**src/rtl/i2s_frame_sequencer.sv**
```systemverilog
// i2s_frame_sequencer
//   Runs on the I2S bit clock between the I2S receiver and the S/PDIF transmitter.
//   It checks ws framing, declares lock once the half-frame length is stable, and
//   captures one left/right pair per locked frame. Pairs go to a 2-entry valid/ready
//   buffer, each tagged with whether it is frame 0 of a BLOCK_LEN-frame block.
//
// Ports
//   sck          bit clock (only clock)
//   rst          synchronous active-high reset
//   ws           I2S word select
//   left_in      left word from receiver
//   right_in     right word from receiver
//   pair_valid   buffer head holds a pair
//   pair_ready   transmitter accepts head pair
//   left_out     head pair, left word
//   right_out    head pair, right word
//   block_start  head pair is frame 0 of a block
//   locked       framing is locked
//   overflow     sticky, a pair was dropped
//   drop_cnt     dropped pairs, saturating
//   unlock_cnt   LOCKED->UNLOCKED transitions, saturating
module i2s_frame_sequencer #(
  parameter int unsigned BITS_PER_CH = 32,
  parameter int unsigned LOCK_HALVES = 4,
  parameter int unsigned CAPTURE_DLY = 2,
  parameter int unsigned BLOCK_LEN   = 192,
  parameter int unsigned DW          = 32
) (
  input  logic          sck,
  input  logic          rst,
  input  logic          ws,
  input  logic [DW-1:0] left_in,
  input  logic [DW-1:0] right_in,
  output logic          pair_valid,
  input  logic          pair_ready,
  output logic [DW-1:0] left_out,
  output logic [DW-1:0] right_out,
  output logic          block_start,
  output logic          locked,
  output logic          overflow,
  output logic [7:0]    drop_cnt,
  output logic [7:0]    unlock_cnt
);

  localparam int unsigned IdxW = (BLOCK_LEN > 1) ? $clog2(BLOCK_LEN) : 1;
  localparam int unsigned EntW = 2 * DW + 1;

  typedef enum logic [1:0] {StUnlocked, StChecking, StLocked} state_e;

  state_e            state_q, state_d;
  logic              ws_q;
  logic [5:0]        hc_q, hc_d;
  logic [3:0]        good_q, good_d;
  logic [5:0]        tmr_q, tmr_d;
  logic [IdxW-1:0]   idx_q, idx_d;
  logic [EntW-1:0]   ent0_q, ent1_q;
  logic [1:0]        cnt_q;

  logic              ws_edge, ws_fall, half_good, timeout;
  logic [6:0]        half_len;
  logic              leave_lock, enter_unlocked;
  logic              push, pop, drop;
  logic [EntW-1:0]   new_ent;

  // Edge detection and half-period measurement
  always_comb begin
    ws_edge   = ws ^ ws_q;
    ws_fall   = ws_q & ~ws;
    half_len  = {1'b0, hc_q} + 7'd1;
    half_good = (half_len == 7'(BITS_PER_CH));
    timeout   = (hc_q == 6'd63);
    if (ws_edge) begin
      hc_d = 6'd0;
    end else if (hc_q == 6'd63) begin
      hc_d = hc_q;
    end else begin
      hc_d = hc_q + 6'd1;
    end
  end

  // Lock FSM
  always_comb begin
    state_d    = state_q;
    good_d     = good_q;
    leave_lock = 1'b0;
    case (state_q)
      StUnlocked: begin
        // The first half after unlock is partial, so it is never judged.
        if (ws_edge) begin
          state_d = StChecking;
          good_d  = 4'd0;
        end
      end
      StChecking: begin
        if (timeout) begin
          state_d = StUnlocked;
        end else if (ws_edge) begin
          if (half_good) begin
            good_d = good_q + 4'd1;
            if ((good_q + 4'd1) == 4'(LOCK_HALVES)) begin
              state_d = StLocked;
            end
          end else begin
            good_d = 4'd0;
          end
        end
      end
      StLocked: begin
        if (timeout || (ws_edge && !half_good)) begin
          state_d    = StUnlocked;
          leave_lock = 1'b1;
        end
      end
      default: state_d = StUnlocked;
    endcase
    enter_unlocked = (state_d == StUnlocked) && (state_q != StUnlocked);
  end

  // Capture timer and frame index. Arming requires being locked before the edge,
  // so the edge that completes lock never arms.
  always_comb begin
    tmr_d = tmr_q;
    push  = 1'b0;
    if (state_d != StLocked) begin
      tmr_d = 6'd0;
    end else if ((state_q == StLocked) && ws_fall) begin
      tmr_d = 6'(CAPTURE_DLY);
    end else if (tmr_q != 6'd0) begin
      tmr_d = tmr_q - 6'd1;
      push  = (tmr_q == 6'd1);
    end

    idx_d = idx_q;
    if (enter_unlocked) begin
      idx_d = '0;
    end else if (push) begin
      idx_d = (idx_q == IdxW'(BLOCK_LEN - 1)) ? '0 : idx_q + 1'b1;
    end
  end

  always_comb begin
    new_ent = {left_in, right_in, (idx_q == '0)};
    pop     = (cnt_q != 2'd0) && pair_ready;
    drop    = push && (cnt_q == 2'd2) && !pop;
  end

  always_ff @(posedge sck) begin
    if (rst) begin
      state_q <= StUnlocked;
      ws_q    <= 1'b0;
      hc_q    <= 6'd0;
      good_q  <= 4'd0;
      tmr_q   <= 6'd0;
      idx_q   <= '0;
    end else begin
      state_q <= state_d;
      ws_q    <= ws;
      hc_q    <= hc_d;
      good_q  <= good_d;
      tmr_q   <= tmr_d;
      idx_q   <= idx_d;
    end
  end

  // Two-entry FIFO: ent0 is always the head. Contents survive loss of lock.
  always_ff @(posedge sck) begin
    if (rst) begin
      ent0_q <= '0;
      ent1_q <= '0;
      cnt_q  <= 2'd0;
    end else begin
      case ({push, pop})
        2'b10: begin
          if (cnt_q == 2'd0) begin
            ent0_q <= new_ent;
            cnt_q  <= 2'd1;
          end else if (cnt_q == 2'd1) begin
            ent1_q <= new_ent;
            cnt_q  <= 2'd2;
          end
        end
        2'b01: begin
          ent0_q <= ent1_q;
          cnt_q  <= cnt_q - 2'd1;
        end
        2'b11: begin
          if (cnt_q == 2'd1) begin
            ent0_q <= new_ent;
          end else begin
            ent0_q <= ent1_q;
            ent1_q <= new_ent;
          end
        end
        default: ;
      endcase
    end
  end

  always_ff @(posedge sck) begin
    if (rst) begin
      overflow   <= 1'b0;
      drop_cnt   <= 8'd0;
      unlock_cnt <= 8'd0;
    end else begin
      if (drop) begin
        overflow <= 1'b1;
        if (drop_cnt != 8'hff) drop_cnt <= drop_cnt + 8'd1;
      end
      if (leave_lock && (unlock_cnt != 8'hff)) begin
        unlock_cnt <= unlock_cnt + 8'd1;
      end
    end
  end

  always_comb begin
    pair_valid                          = (cnt_q != 2'd0);
    {left_out, right_out, block_start} = ent0_q;
    locked                              = (state_q == StLocked);
  end

endmodule

```
**config.mk**
```make
export PLATFORM = sky130hd
export DESIGN_NAME = i2s_frame_sequencer
export DESIGN_NICKNAME = d
export VERILOG_FILES = /design/src/rtl/i2s_frame_sequencer.sv
export SDC_FILE = /design/constraint.sdc
export NUM_CORES = 1
export LEC_CHECK = 0
export CAP_MARGIN = 20
export CELL_PAD_IN_SITES_DETAIL_PLACEMENT = 1
export CELL_PAD_IN_SITES_GLOBAL_PLACEMENT = 1
export CORE_MARGIN = 1
export CORE_UTILIZATION = 45
export DETAILED_ROUTE_END_ITERATION = 8
export DONT_BUFFER_PORTS = 1
export GPL_TIMING_DRIVEN = 0
export PLACE_DENSITY = 0.76
export SYNTH_ARGS = -nofsm -noshare
export SYNTH_HDL_FRONTEND = slang
export SYNTH_SLANG_ARGS = --single-unit
```
**constraint.sdc**
```tcl
create_clock -name sck -period 5.8 [get_ports sck]
set_clock_uncertainty 0.1 [all_clocks]
set_input_delay 1.16 -clock sck [delete_from_list [all_inputs] [get_ports sck]]
set_output_delay 1.16 -clock sck [all_outputs]
set_load 0.01 [all_outputs]
```
==> impl_summary.md <==
Setup path
The nature of the critical path endpoint is a register. The number of cells traversed by the worst register-to-register path is 11. For this run, the slowest stage of the critical path takes 0.65 ns. Broken down by cell family, the worst path's largest delay share belongs to compound AO/OA/AOI/OAI gates. The worst reg2reg path startpoint is hc_q[0]$_SDFFE_PP0P_. STA puts the critical path data arrival time at 4.38 ns.

The launching element of the worst setup path is ws. Walking the worst path, the cells encountered are inv_1, ha_1, clkbuf_1, o21bai_1, a2111oi_2, o21ai_1, o21ai_1, buf_6, clkbuf_1, o221a_2. In this run the worst path has a maximum fanout of 10. On the critical path, the stage with the largest delay is an instance of o21ai_1. The kind of critical path is input pin to register.

The count of buffer and inverter cells on the critical path is 4. The required time reported for the critical path endpoint is 6.09 ns. The depth of the critical timing path with buffers and inverters included is 10.

The worst setup path is launched from an input pin.

Synth
The fraction of registers with async set or reset after synthesis is 0. The Yosys step of the flow raised 0 warnings. The number of nets produced by synthesis is 980.

The synthesized instance count is 898. The number of unique standard cell types used by synthesis is 63. In this run the cell area of the synthesized design comes to 0.00796 mm^2. The area share of the largest cell type after synthesis is 0.443. A synthesized cell averages 8.86 um^2. The top flip-flop cell by instance count after synthesis is dfxtp_1. After synthesis, the cell types taking the most area are dfxtp_1 (44%), o221a_2 (9.1%), a21oi_1 (6.3%). The number of flops mapped to enable cells by yosys is 0. The synthesized design spends more area on one cell type than any other, namely dfxtp_1. The sequential fraction of the synthesis area is 0.443. Synthesis inferred 176 register bits.

STA
The number of pins exceeding their max-slew limit in the final report is 0. Setup repair after global routing left no endpoint under its margin. The number of hold-slack violations in the final timing report is 0. The relative max-transition margin is 0.493.

The sum of negative setup slack is 0 ns. Of the available clock period, the critical path in the final layout requires 0.705. Derived from the worst setup path, the maximum achievable clock frequency is 245 MHz. The shortest clock period the worst path allows after layout is 4.09 ns.

In the post-route analysis, the smallest setup slack over all paths is 1.71 ns. The slew at the pin closest to its max-slew limit is 0.756 ns. Setup violations remaining at the end of the flow were counted as 0.

Detailed routing
The final route contains 6546 vias. The final layout contains routed wiring with a total length of 21600 um. In this run, the number of DRC markers left after iteration 0 of detailed routing was 259. The remaining routing DRC violations is 0. After detailed routing, the average wire length per cell comes to 18.7 um. The number of nets with antenna violations after routing is 0. The number of optimization iterations in the first detailed-route pass is 4. The via density per instance is 5.66.

Clock tree
Buffers inserted during clock tree synthesis total 17. The cell at the root of the clock tree is clkbuf_16. The clock insertion delay at the later pin of the skew report is 0.44 ns.

The post-CTS clock slew at the launch and capture registers of the worst setup and hold paths is 0.07 ns. Hold repair after CTS inserted 0 buffers. The post-CTS setup repair buffer count is 0.

TritonCTS built the clock tree. The post-cts resize count is 0. The clock drives 176 sinks.

The maximum buffer depth of the clock tree is 2. The depth of the CTS H-tree is 4.

Place
The number of buffers added on ports is 0. Timing analysis after detailed placement gives a worst setup slack of 1.11 ns. The final estimated routing congestion in global placement is 0.776.

The number of placed instances, taps included is 1123. After legalization and detailed placement, the total HPWL measured 15200 um.

Die
For this configuration, the core starts out at a cell density of 0.460. The floorplan step defined a die boundary enclosing 0.0182 mm^2. After floorplanning, the core was sized to cover 0.0173 mm^2. The vertical die dimension is 135 um.

The total number of placement rows is 48. The number of top-level pins is 152. Measured along the x axis, the die boundary spans 135 um.

Power and ir drop
The peak supply drop is 219 uV. The power density over the cells is 347 mW/mm^2. The sum of internal, switching and leakage power is 3.07 mW. The static leakage is 3.33 nW.

Global route
The first global-routing pass estimated 34700 um of wire. The number of global-route vias before repair is 6596. In the global route stage, overall resource usage came out at 0.243. The largest net degree at the start of global routing is 19. The overall overflow remaining after global route is 0. The initial antenna violation count is 0.

Layout
After the flow finishes, the layout carries non-filler instances totaling 1156. The share of final-layout standard cells stronger than drive strength 1 is 0.235. The number of antenna diodes in the final layout is 0. The number of nets in the final layout is 1000. After filler insertion, the fill cell instance count of the layout stands at 2039. The combined area of the multi-input logic cells is 0.00380 mm^2. The synthesis-to-layout area growth is 11.2%.

The footprint of the flip-flops and latches is 0.00352 mm^2.

Hold path
Along the worst hold path, the cell count comes to 2. The path class of the tightest hold or removal check is register to register. The startpoint identified for the worst hold timing path is ent1_q[14]$_SDFFE_PP0P_.

Job
Across the run, the number of max-cap violations was 0.

Status
The flow ran to the end, and the final reports show no timing, DRC or antenna violations.
sequential cells by signal (all words and copies together), names as in the netlist:
name,flops
ent0_q,65
ent1_q,65
drop_cnt,8
idx_q,8
unlock_cnt,8
hc_q,6
tmr_q,6
good_q,4
cnt_q,2
state_q,2
overflow,1
ws_q,1
kinds of logic (layout without fill, tap and decap cells):
group,after synthesis,count (layout),share of synthesized area
AO/OA/AOI/OAI,265,265,0.257
flip-flops,176,176,0.443
XOR/XNOR,16,16,0.0176
AND/OR/NAND/NOR,281,281,0.173
buffers and inverters,140,173,0.0792
multiplexers,6,6,0.00786
adder cells (fa/ha/maj),14,14,0.0220
Yosys cell counts, types with 3 or more instances:
cell,count
nand2_1,114
or4_1,4
and2_1,3
nand3_1,14
mux2i_1,4
inv_1,80
ha_1,14
nor2_1,45
clkbuf_1,44
xor2_1,10
a21oi_1,100
nand2b_1,5
o21a_1,3
a21oi_2,50
o21ai_1,4
xnor2_1,6
a31oi_1,6
or3_1,6
buf_12,5
nor3_1,6
and3_1,8
o21ai_0,7
nor4_1,3
buf_2,7
nand2_2,50
o31ai_1,3
nor2b_1,5
dfxtp_1,176
nand4_1,6
o221a_2,64
worst paths after layout:
path / endpoint / slack (ns)
setup / recovery: ent0_q[31]$_SDFFE_PP0P_ / 1.71
hold / removal: ent1_q[14]$_SDFFE_PP0P_ / 0.35
setup reg to reg: ent0_q[31]$_SDFFE_PP0P_ / 2.11
hold reg to reg: ent1_q[14]$_SDFFE_PP0P_ / 0.35
metrics by stage:
step	hold WS (ns)	utilization	instance area (um^2)
CTS	0.356	0.511	8840
global placement	0.341	0.476	8240
floorplan	0.332	-	7960
finish	0.354	0.512	8850
detailed placement	0.347	0.476	8240
global route	0.378	0.512	8850
power breakdown:
part	switching, mW	leakage [nW]	internal [mW]	total, mW
Sequential	0.164	1.42	1.34	1.50
Clock	0.548	0.295	0.615	1.16
Combinational	0.229	1.61	0.178	0.407
Total	0.941	3.33	2.13	3.07
metal layers:
metal | wire length (um) | GRT usage | vias to the layer above
met2 | 10200 | 0.396 | 138
met1 | 9510 | 0.300 | 3199
li1 | - | - | 3178
met5 | 0 | 0 | -
met3 | 1490 | 0.0788 | 31
met4 | 389 | 0.0880 | 0
layout by cell type, fill, tap and decap left out, types with 3 or more instances in the layout:
cell type / count
clkbuf_16: 17
dfxtp_1: 176
nand4_1: 6
inv_1: 80
and2_1: 3
o221a_2: 64
a21oi_2: 50
buf_6: 3
nor2_1: 45
xnor2_1: 6
nor3_1: 6
nor4_1: 3
o21ai_0: 7
o21a_1: 3
a31oi_1: 6
clkinv_8: 3
xor2_1: 10
inv_6: 5
nand3_1: 14
mux2i_1: 4
nor2b_1: 5
nand2_1: 114
buf_2: 7
or4_1: 4
o21ai_1: 4
nand2b_1: 5
a21oi_1: 100
clkbuf_1: 44
ha_1: 14
or3_1: 6
and3_1: 8
buf_12: 5
nand2_2: 50
o31ai_1: 3
worst min-delay path: stages, from the launching register on:
cell and delay (ns):
dfxtp_1 0.31, nand2_1 0.05, a21oi_1 0.05
final cells by class:
type | count | share of cell area
tap | 225 | 0.0318
sequential | 176 | 0.398
clock buffer | 17 | 0.0481
buffer | 60 | 0.0373
multi-input combinational | 582 | 0.430
inverter | 80 | 0.0339
clock inverter | 15 | 0.0195
timing repair buffer | 1 | 0.00127
(Power assumes the default switching activity.)
